**src/rtl/mac_layer_seq.sv**
```systemverilog
// mac_layer_seq: sequences one MLP layer on a single mac instance.
// For each output neuron it clears the accumulator, streams n_in (x, w) operand
// pairs from sync-read RAMs, drains the DSP pipeline, and presents the sum on a
// valid/ready output. The layer FSM above it sees a start/done interface.
// Optional feature macro: RELU_EN -- when defined, the captured neuron result
// goes through ReLU (a negative mac_dout stores 0).
// MAC_LAT must be at least 1.
module mac_layer_seq #(
  parameter int ADDR_W  = 10,
  parameter int CNT_W   = 10,
  parameter int MAC_LAT = 2,
  parameter int DOUT_W  = 27
) (
  input  logic              clk,
  input  logic              rstn,
  input  logic              start,
  input  logic [CNT_W-1:0]  cfg_n_in,
  input  logic [CNT_W-1:0]  cfg_n_out,
  output logic              busy,
  output logic              done,
  output logic [ADDR_W-1:0] x_addr,
  output logic [ADDR_W-1:0] w_addr,
  output logic              mac_clear,
  output logic              mac_en,
  output logic              mac_xzero,
  input  logic [DOUT_W-1:0] mac_dout,
  output logic [DOUT_W-1:0] out_data,
  output logic [CNT_W-1:0]  out_idx,
  output logic              out_valid,
  input  logic              out_ready
);

  localparam int DW = (MAC_LAT > 1) ? $clog2(MAC_LAT) : 1;

  typedef enum logic [2:0] {
    S_IDLE,
    S_CLR,
    S_FEED,
    S_DRAIN,
    S_OUT,
    S_FIN
  } state_t;

  state_t state_q, state_d;

  logic [CNT_W-1:0]  n_in_q, n_in_d;
  logic [CNT_W-1:0]  n_out_q, n_out_d;
  logic [CNT_W-1:0]  cnt_q, cnt_d;
  logic [DW-1:0]     dcnt_q, dcnt_d;
  logic [ADDR_W-1:0] wbase_q, wbase_d;

  logic              busy_q, busy_d;
  logic              done_q, done_d;
  logic              mac_clear_q, mac_clear_d;
  logic              mac_en_q, mac_en_d;
  logic              mac_xzero_q, mac_xzero_d;
  logic [ADDR_W-1:0] x_addr_q, x_addr_d;
  logic [ADDR_W-1:0] w_addr_q, w_addr_d;
  logic [DOUT_W-1:0] out_data_q, out_data_d;
  logic [CNT_W-1:0]  out_idx_q, out_idx_d;
  logic              out_valid_q, out_valid_d;

  logic              cfg_zero;
  logic              feed_last;
  logic              drain_last;
  logic              x_at_last;
  logic              more_neurons;
  logic [CNT_W:0]    idx_next;
  logic [ADDR_W-1:0] n_in_addr;
  logic [DOUT_W-1:0] captured;

  assign cfg_zero     = (cfg_n_in == '0) || (cfg_n_out == '0);
  assign feed_last    = (cnt_q == (n_in_q - CNT_W'(1)));
  assign drain_last   = (dcnt_q == DW'(MAC_LAT - 1));
  assign x_at_last    = (x_addr_q == ADDR_W'(n_in_q - CNT_W'(1)));
  assign idx_next     = {1'b0, out_idx_q} + (CNT_W+1)'(1);
  assign more_neurons = (idx_next < {1'b0, n_out_q});
  assign n_in_addr    = ADDR_W'(n_in_q);

  // Value loaded into out_data when entering OUT.
  always_comb begin
`ifdef RELU_EN
    captured = mac_dout[DOUT_W-1] ? '0 : mac_dout;
`else
    captured = mac_dout;
`endif
  end

  // State register.
  always_ff @(posedge clk or negedge rstn) begin
    if (!rstn) state_q <= S_IDLE;
    else       state_q <= state_d;
  end

  // Next-state and next-output logic; every output is registered, so it is
  // computed here for the state being entered.
  always_comb begin
    state_d     = state_q;
    n_in_d      = n_in_q;
    n_out_d     = n_out_q;
    cnt_d       = cnt_q;
    dcnt_d      = dcnt_q;
    wbase_d     = wbase_q;
    x_addr_d    = x_addr_q;
    w_addr_d    = w_addr_q;
    out_data_d  = out_data_q;
    out_idx_d   = out_idx_q;
    out_valid_d = out_valid_q;
    done_d      = 1'b0;
    mac_clear_d = 1'b0;
    mac_en_d    = 1'b0;
    mac_xzero_d = 1'b0;

    case (state_q)
      S_IDLE: begin
        if (start) begin
          n_in_d    = cfg_n_in;
          n_out_d   = cfg_n_out;
          out_idx_d = '0;
          wbase_d   = '0;
          if (cfg_zero) begin
            state_d = S_FIN;
            done_d  = 1'b1;
          end else begin
            state_d     = S_CLR;
            mac_clear_d = 1'b1;
            x_addr_d    = '0;
            w_addr_d    = '0;
          end
        end
      end

      S_CLR: begin
        state_d  = S_FEED;
        mac_en_d = 1'b1;
        cnt_d    = '0;
        if (!x_at_last) begin
          x_addr_d = x_addr_q + ADDR_W'(1);
          w_addr_d = w_addr_q + ADDR_W'(1);
        end
      end

      // Operand addresses run one cycle ahead of the consumed data and hold
      // at the last element once it has been issued.
      S_FEED: begin
        mac_en_d = 1'b1;
        if (feed_last) begin
          state_d     = S_DRAIN;
          mac_xzero_d = 1'b1;
          dcnt_d      = '0;
        end else begin
          cnt_d = cnt_q + CNT_W'(1);
          if (!x_at_last) begin
            x_addr_d = x_addr_q + ADDR_W'(1);
            w_addr_d = w_addr_q + ADDR_W'(1);
          end
        end
      end

      S_DRAIN: begin
        if (drain_last) begin
          state_d     = S_OUT;
          out_valid_d = 1'b1;
          out_data_d  = captured;
        end else begin
          mac_en_d    = 1'b1;
          mac_xzero_d = 1'b1;
          dcnt_d      = dcnt_q + DW'(1);
        end
      end

      S_OUT: begin
        if (out_ready) begin
          out_valid_d = 1'b0;
          if (more_neurons) begin
            state_d     = S_CLR;
            out_idx_d   = idx_next[CNT_W-1:0];
            wbase_d     = wbase_q + n_in_addr;
            mac_clear_d = 1'b1;
            x_addr_d    = '0;
            w_addr_d    = wbase_q + n_in_addr;
          end else begin
            state_d = S_FIN;
            done_d  = 1'b1;
          end
        end
      end

      S_FIN: begin
        state_d = S_IDLE;
      end

      default: begin
        state_d = S_IDLE;
      end
    endcase

    busy_d = (state_d != S_IDLE);
  end

  // Datapath and output registers.
  always_ff @(posedge clk or negedge rstn) begin
    if (!rstn) begin
      n_in_q      <= '0;
      n_out_q     <= '0;
      cnt_q       <= '0;
      dcnt_q      <= '0;
      wbase_q     <= '0;
      busy_q      <= 1'b0;
      done_q      <= 1'b0;
      mac_clear_q <= 1'b0;
      mac_en_q    <= 1'b0;
      mac_xzero_q <= 1'b0;
      x_addr_q    <= '0;
      w_addr_q    <= '0;
      out_data_q  <= '0;
      out_idx_q   <= '0;
      out_valid_q <= 1'b0;
    end else begin
      n_in_q      <= n_in_d;
      n_out_q     <= n_out_d;
      cnt_q       <= cnt_d;
      dcnt_q      <= dcnt_d;
      wbase_q     <= wbase_d;
      busy_q      <= busy_d;
      done_q      <= done_d;
      mac_clear_q <= mac_clear_d;
      mac_en_q    <= mac_en_d;
      mac_xzero_q <= mac_xzero_d;
      x_addr_q    <= x_addr_d;
      w_addr_q    <= w_addr_d;
      out_data_q  <= out_data_d;
      out_idx_q   <= out_idx_d;
      out_valid_q <= out_valid_d;
    end
  end

  assign busy      = busy_q;
  assign done      = done_q;
  assign mac_clear = mac_clear_q;
  assign mac_en    = mac_en_q;
  assign mac_xzero = mac_xzero_q;
  assign x_addr    = x_addr_q;
  assign w_addr    = w_addr_q;
  assign out_data  = out_data_q;
  assign out_idx   = out_idx_q;
  assign out_valid = out_valid_q;

endmodule
```
**config.mk**
```make
export PLATFORM = sky130hd
export DESIGN_NAME = mac_layer_seq
export DESIGN_NICKNAME = d
export VERILOG_FILES = /design/src/rtl/mac_layer_seq.sv
export SDC_FILE = /design/constraint.sdc
export NUM_CORES = 1
export LEC_CHECK = 0
export ABC_CLOCK_PERIOD_IN_PS = 4460
export CAP_MARGIN = 20
export CORE_MARGIN = 4
export CORE_UTILIZATION = 35
export CTS_CLUSTER_SIZE = 28
export DETAILED_ROUTE_END_ITERATION = 16
export PLACE_DENSITY = 0.55
export SYNTH_ARGS = -nofsm -noshare
export SYNTH_HDL_FRONTEND = slang
export SYNTH_SLANG_ARGS = --single-unit
```
**constraint.sdc**
```tcl
create_clock -name clk -period 4.46 [get_ports clk]
set_clock_uncertainty 0.05 [all_clocks]
set_input_delay 0.446 -clock clk [delete_from_list [all_inputs] [get_ports clk]]
set_output_delay 0.446 -clock clk [all_outputs]
set_load 0.01 [all_outputs]
```
; ---- Yosys cells after proc, flatten, opt, wreduce, memory -nomap -nowiden
; Index checks and enable logic that the tools add are counted.
[totals]
regBits = 107
in_bits = 51
output_inout_bits = 63
[op_classes]
n_addsub = 7
n_lt_le_gt_ge = 1
eq_ne = 13
mux = 46
n_reduce_logical = 18
[op_table]
columns = cell, n
row1 = $mux W10, 14
row2 = $pmux W10 S4, 2
row3 = $pmux W10 S2, 3
row4 = $add A10 B1 Y10 const B, 3
row5 = $eq A10 B10 Y1, 2
row6 = $logic_not A10 Y1, 2
row7 = $mux W3, 6
row8 = $pmux W3 S5, 1
row9 = $mux W1, 14
row10 = $ne A2 B2 Y1 const B, 7
row11 = $pmux W1 S2, 6
row12 = $add A10 B1 Y11 const B, 1
row13 = $lt A11 B10 Y1, 1
row14 = $add A10 B10 Y10, 1
row15 = $sub A10 B1 Y10 const B, 1
row16 = $reduce_and A2 Y1, 4
row17 = $reduce_bool A2 Y1, 4
row18 = $eq A3 B2 Y1 const B, 2
row19 = $reduce_and A6 Y1, 1
row20 = $reduce_and A4 Y1, 1
row21 = $reduce_bool A4 Y1, 1
row22 = $eq A3 B1 Y1 const B, 1
row23 = $eq A3 B3 Y1 const B, 1
row24 = $logic_not A3 Y1, 1
row25 = other kinds (5), 5

; ---- Logic depth before layout (Yosys ltp)
; Gate-level depths: netlist of the first run.
[logic_depth]
word_depth = 6
depth_mapped = 15
mapped_depth_nobuf = 14

; ---- Least setup slack after synthesis of the first run
; OpenSTA, ideal clock, no wires.
[synth_timing]
kind = register -> register
startpoint = register out_idx_q[0], in the netlist out_idx[0]
endpoint = register w_addr_q[0], in the netlist w_addr[0]
arrival_ns = 3.002
t_required_ns = 4.282
setup_slack_ns = 1.281
stages_incl_launch_ff = 15
n_path_buf = 0
cell_sequence = dfrtp_1 ha_1 nand3_1 nor2_1 nand3_1 xnor2_1 ha_1 inv_1 o221ai_1 a41oi_1 o21a_1 a31o_2 nand2_1 or2_1 mux2_1
[synth_via]
elab_chain_len = 4
[synth_rtl]
columns = item, line
row1 = from (decl), 60  ; logic [CNT_W-1:0] out_idx_q, out_idx_d;
row2 = from (signal assigned), 233  ; out_idx_q <= out_idx_d;
row3 = $add A10 B1 Y11, 76  ; assign idx_next = {1'b0, out_idx_q} + (CNT_W+1)'(1);
row4 = $lt A11 B10 Y1, 77  ; assign more_neurons = (idx_next < {1'b0, n_out_q});
row5 = $ne A2 B2 Y1 (no line), n/a
row6 = $reduce_and A6 Y1 (no line), n/a
row7 = to (signal assigned), 231  ; w_addr_q <= w_addr_d;
row8 = to (decl), 58  ; logic [ADDR_W-1:0] w_addr_q, w_addr_d;
; No other way between the ends.
; A chain may end at the register's enable or synchronous reset.

; ---- Worst setup path after layout of the first run
[layout_timing]
startpoint = register out_idx_q[0], in the netlist out_idx[0]
endpoint = register x_addr_q[4], in the netlist x_addr[4]
[layout_via]
elab_chain_len = 4
[layout_rtl]
columns = item, line
row1 = $add A10 B1 Y11, 76
row2 = $lt A11 B10 Y1, 77
row3 = $ne A2 B2 Y1 (no line), n/a
row4 = $reduce_and A6 Y1 (no line), n/a
row5 = to (signal assigned), 230  ; x_addr_q <= x_addr_d;
row6 = to (decl), 57  ; logic [ADDR_W-1:0] x_addr_q, x_addr_d;
; No other way between the ends.

==> flow_summary.ini, run 1 <==
[setup_path]
required_ns = 4.68
ff2ff_path_depth = 15
r2r_start = out_idx[0]
crit_type = reg -> reg
endpoint_kind = flip-flop
critPathMaxFanout = 18
rrSetupSlack_ns = 0.71
startpoint_type = flip-flop
arrival_ns = 3.97
r2r_end = x_addr[4]

[clock_network]
post-cts-setup-buffers = 0
cts_resized = 0
cts_root_buffer = clkbuf_16
cts_buffers = 9
cts.sinks = 107
path_clk_slew_ns = 0.07
clk_latency_ns = 0.35
htree_num_levels = 3
cts_tree = yes
cts_buffer_depth = 2
cts_hold_buffers = 0

[cells_and_area]
antenna_cells = 0
drive_gt1_frac = 0.0843
layout_common_cells = clkdlybuf4s50_1, nand2_1, dfrtp_1
fin_area_um2 = 7650
layout_commonest_cell = clkdlybuf4s50_1
finalNetCount = 794
areaGrowthSynthToFinish_pct = 29.6

[logic_synthesis]
synth_top_area_cell = dfrtp_1
ys_top_cells_by_area = dfrtp_1, nand2_1, mux2_2
syn-num-nets = 691
seq_area_frac_synth = 0.454
avgSynthCellArea_um2 = 9.58
netlist_area_um2 = 5900
synthFlopType = dfrtp_1
synthCells = 616
synth.top_cell.area_share = 0.454
synth-edff-count = 0
synth_cell_type_count = 57
yosys_warnings = 0
synth-async-reset-ratio = 1.00
yosys_register_bits = 107

[hold_path]
min_path_type = in -> async

[placed_design]
port_buffers = 113
hpwl_um = 11900
finalWeightedCongestion = 0.854
dpl-instance-area_um2 = 7280

[status]
status = finished, final reports clean

[floorplanning]
start_util = 0.356
die_y_um = 138
dieArea_um2 = 19000
die_w_um = 138
core_area_um2 = 16600
rows = 47
ios = 114

[grt]
grt_pass1_wl_um = 26000
grt_antenna_before_repair = 0
grt_max_degree = 74
grt_overflow = 0
grt_usage = 0.176
grt_pass1_vias = 5077

[route]
wl_per_cell_um = 17.0
wirelength_um = 16000
ant_nets = 0
drc = 0
first_pass_iters = 4
num_vias = 4888
drt_first_iter_violations = 269
routed_via_density = 5.18

[timing]
rsz0062_at_grt = no
setup-tns-final_ns = 0
finalSetupViolations = 0
post-route-period-util = 0.841
fmax_mhz = 267
tightest_slew_ns = 0.939
hold_violations = 0
fin_crit_ns = 3.75
max-slew-margin-rel = 0.374
slew_viol_final = 0

[power]
irDropWorstVdd_mv = 0.326
p_per_area_nw_per_um2 = 626
p_leak_uw = 0.00326

[run]
maxCapViolCount = 0
[metal layers]
layer	vias up	GRT usage	routed length, µm
li1	2357	-	-
met1	2370	0.224	7150
met2	149	0.289	7510
met3	12	0.0541	1220
met4	0	0.0527	157
met5	-	0	0
[stage by stage]
| step | total power [µW] | setup WS [ns] | instances | utilization | hold slack, ns |
|---|---|---|---|---|---|
| 2_1_floorplan | 2960 | 1.28 | 616 | - | 0.100 |
| 3_3_place_gp | 3770 | 0.913 | 927 | 0.437 | 0.416 |
| 3_5_place_dp | 3820 | 0.737 | 928 | 0.439 | 0.419 |
| 4_1_cts | 4850 | 0.718 | 944 | 0.461 | 0.219 |
| 5_1_grt | 5150 | 0.337 | 944 | 0.461 | 0.268 |
| 6_report | 4790 | 0.711 | 944 | 0.461 | 0.172 |
[cell families after synthesis]
group	Yosys count	share of synthesized area
DFF	107	0.454
AOI/OAI and AO/OA	127	0.131
buffers and inverters	48	0.0324
and+or+nand+nor	225	0.184
adders and majority gates	25	0.0540
muxes	34	0.0638
xor gates and xnor gates	50	0.0812
[worst max-delay path, stage by stage, from the launching register on]
cell      delay, ns
dfrtp_1        0.44
ha_1           0.27
nand3_1        0.15
nor2_1         0.26
nand3_1        0.13
xnor2_1        0.25
ha_1           0.28
inv_1          0.08
o221ai_1       0.12
a41oi_1        0.17
o21a_1         0.31
a31o_2         0.22
nand2_1        0.06
buf_4          0.23
or4_1          0.51
a21oi_1        0.16
[worst max path at each step]
stage	slack [ns]	start	end	cells past startpoint
after CTS	0.72	out_idx[0]	x_addr[4]	15
after global placement	0.91	n_in_addr[0]	w_addr[0]	10
after global routing	0.34	out_idx[0]	x_addr[4]	15
after detailed placement	0.74	out_idx[0]	x_addr[4]	15
final	0.71	out_idx[0]	x_addr[4]	15
after floorplan	1.28	out_idx[0]	w_addr[0]	14
[cells in the mapped netlist, drive strengths merged (2+ instances only)]
| master | number |
|---|---|
| nand2b | 7 |
| nand4b | 2 |
| inv | 19 |
| a21o | 4 |
| or2 | 2 |
| nor2 | 29 |
| nor2b | 3 |
| ha | 23 |
| nor4b | 5 |
| nand3 | 18 |
| nor4 | 8 |
| o21ai | 53 |
| o41ai | 2 |
| clkbuf | 25 |
| dfrtp | 107 |
| or4 | 9 |
| a31oi | 6 |
| and3 | 9 |
| o31ai | 13 |
| nor3b | 3 |
| a22o | 2 |
| mux2 | 29 |
| nand2 | 108 |
| or3 | 5 |
| xor2 | 11 |
| nand4 | 2 |
| buf | 4 |
| and2 | 3 |
| xnor3 | 3 |
| o21a | 5 |
| xnor2 | 36 |
| o31a | 3 |
| nor3 | 9 |
| a41o | 2 |
| a21oi | 27 |
| mux2i | 5 |
[report_power, final]
part | internal (µW) | switching [µW]
combinational | 1060 | 1070
clock | 622 | 368
sequential | 1300 | 370
[registers in the layout (all words and copies together) (netlist names)]
signal,count
out_data,27
cnt_q,10
n_in_addr,10
n_out_q,10
out_idx,10
w_addr,10
wbase_q,10
x_addr,10
state_q,3
busy,1
dcnt_q,1
done,1
mac_clear,1
mac_en,1
mac_xzero,1
out_valid,1
[area by class of cell]
type,instances,area [µm²]
repair buffers,121,1210
well taps,220,275
multi-input cells,461,3040
fillers,1571,8930
inverters,19,71.3
clock inverters,6,134
clock buffers,10,239
flip-flops and latches,107,2680
(Power assumes the default switching activity.)
==> run 2, diff against run 1 <==
--- a/config.mk
+++ b/config.mk
@@ -5,13 +5,13 @@
 export SDC_FILE = /design/constraint.sdc
 export NUM_CORES = 1
 export LEC_CHECK = 0
-export ABC_CLOCK_PERIOD_IN_PS = 4460
+export ABC_CLOCK_PERIOD_IN_PS = 3200
 export CAP_MARGIN = 20
 export CORE_MARGIN = 4
 export CORE_UTILIZATION = 35
 export CTS_CLUSTER_SIZE = 28
 export DETAILED_ROUTE_END_ITERATION = 16
-export PLACE_DENSITY = 0.55
+export PLACE_DENSITY = 0.57
 export SYNTH_ARGS = -nofsm -noshare
 export SYNTH_HDL_FRONTEND = slang
 export SYNTH_SLANG_ARGS = --single-unit
==> constraint.sdc (replaced) <==
create_clock -name clk -period 3.2 [get_ports clk]
set_clock_uncertainty 0.05 [all_clocks]
set_input_delay 0.32 -clock clk [delete_from_list [all_inputs] [get_ports clk]]
set_output_delay 0.32 -clock clk [all_outputs]
set_load 0.01 [all_outputs]
==> flow_summary.ini, run 2 (synthesized netlist as in run 1, its figures left out) <==
[timing]
finalSetupViolations = 0
hold_violations = 29
finalWorstSetupSlack_ns = 0.0411
hold_slack_ns = -0.0351
setup-tns-final_ns = 0
fmax_mhz = 317
fin_crit_ns = 3.16
tightest_slew_ns = 0.635
rsz0062_at_grt = yes
max-slew-margin-rel = 0.577
post-route-period-util = 0.987
slew_viol_final = 0

[cells_and_area]
layout_commonest_cell = clkdlybuf4s50_1
layout_common_cells = clkdlybuf4s50_1, nand2_1, dfrtp_1
antenna_cells = 0
areaGrowthSynthToFinish_pct = 37.0
fillCellCount = 1511
fin_area_um2 = 8090
fin_util = 0.488
drive_gt1_frac = 0.169
regArea_um2 = 2680
largest_reg_flops = 27
finalNetCount = 837
multiInputGateArea_um2 = 3240

[placed_design]
pre_cts_ws_ns = -0.132
finalWeightedCongestion = 0.852
port_buffers = 113
dpl-instance-area_um2 = 7560
hpwl_um = 11600

[power]
p_clk_frac = 0.158
p_leak_uw = 0.00347
intPower_uw = 4070
irDropWorstVdd_mv = 0.508
p_sw_frac = 0.396
pwr-share-seq = 0.324
p_switching_uw = 2670
power.share.combinational = 0.518
p_per_area_nw_per_um2 = 833

[status]
status = finished with violations
violations = hold timing

[setup_path]
crit_type = reg -> reg
r2r_start = n_in_addr[2]
crit_end = w_addr[0]
rrSetupSlack_ns = 0.04
endpoint_kind = flip-flop
required_ns = 3.40
ff2ff_path_depth = 8
slowest_delay_ns = 0.59
startpoint_type = flip-flop
crit_path_start = n_in_addr[2]
crit_chain = or4_4 -> or3_4 -> and4b_1 -> o211a_1 -> a41o_1 -> maj3_2 -> or2_4 -> mux2_1
cpMaxStageDelayCell = or4_4
critPathMaxFanout = 7
r2r_end = w_addr[0]
arrival_ns = 3.36

[route]
wl_per_cell_um = 16.3
num_vias = 5060
first_pass_iters = 4
drc = 0
routed_via_density = 5.13
drt_first_iter_violations = 294
ant_nets = 0
wirelength_um = 16100

[floorplanning]
start_util = 0.356
rows = 47
ios = 114
die_w_um = 138
core_area_um2 = 16600
die_y_um = 138
dieArea_um2 = 19000

[clock_network]
cts_root_buffer = clkbuf_16
cts.sinks = 107
path_clk_slew_ns = 0.08
cts_buffer_depth = 2
cts_buffers = 9
htree_num_levels = 3
cts_tree = yes
clk_latency_ns = 0.36

[run]
maxCapViolCount = 0

[grt]
grt_antenna_before_repair = 1
grt_max_degree = 108
grt_overflow = 0
grt_pass1_wl_um = 25400
grt_pass1_vias = 5124
grt_usage = 0.170

[hold_path]
min_path_type = in -> async
## run 2: area by class of cell
type,instances,area share
clock buffer,9,0.0278
clock inverter,7,0.00634
inverter,19,0.00882
multi-input combinational,462,0.400
sequential,107,0.331
tap,220,0.0340
timing repair buffer,163,0.192
## run 2: worst max-delay path: cells and delay by family, from the launching register on
kind	cells	cell delay, ns
simple gates	4	1.43
fa+ha+maj	1	0.39
flops	1	0.43
mux	1	0.32
compound gates	2	0.43
## run 2: worst min path at each step
| stage | start | to | slack (ns) |
|---|---|---|---|
| floorplan | rstn | busy | -0.03 |
| global placement | rstn | n_out_q[9] | 0.39 |
| detailed placement | rstn | n_out_q[6] | 0.40 |
| CTS | rstn | wbase_q[8] | 0.01 |
| global route | rstn | out_idx[7] | 0.02 |
| finish | rstn | out_idx[7] | -0.04 |
## run 2: timing repair
item,in CTS,in global routing
endpoints found under the hold margin,0,0
setup endpoints to repair,19,33
resized for setup,5,33
pin swaps,1,11
setup buffers,0,7
hold buffers,0,0
cloned,0,1
## run 2: metrics by stage
stage | power [µW] | cells
6_report | 6740 | 987
5_1_grt | 7250 | 987
4_1_cts | 6670 | 979
3_5_place_dp | 5540 | 963
3_3_place_gp | 5470 | 963
2_1_floorplan | 4120 | 616
## run 2: per-layer routing
layer | vias to the layer above | GRT usage | share of wire
met3 | 30 | 0.0591 | 0.080
li1 | 2460 | - | -
met5 | - | 0 | 0.00056
met2 | 146 | 0.269 | 0.44
met4 | 2 | 0.0571 | 0.025
met1 | 2422 | 0.219 | 0.45
## run 2: power groups by stage
| stage | clock network, µW | registers [µW] | logic (µW) |
|---|---|---|---|
| final | 1060 | 2180 | 3490 |
| after CTS | 1110 | 2180 | 3380 |
| after global routing | 1160 | 2250 | 3840 |
| after floorplan | 0 | 2220 | 1890 |
| after detailed placement | 0 | 2190 | 3350 |
| after global placement | 0 | 2180 | 3300 |
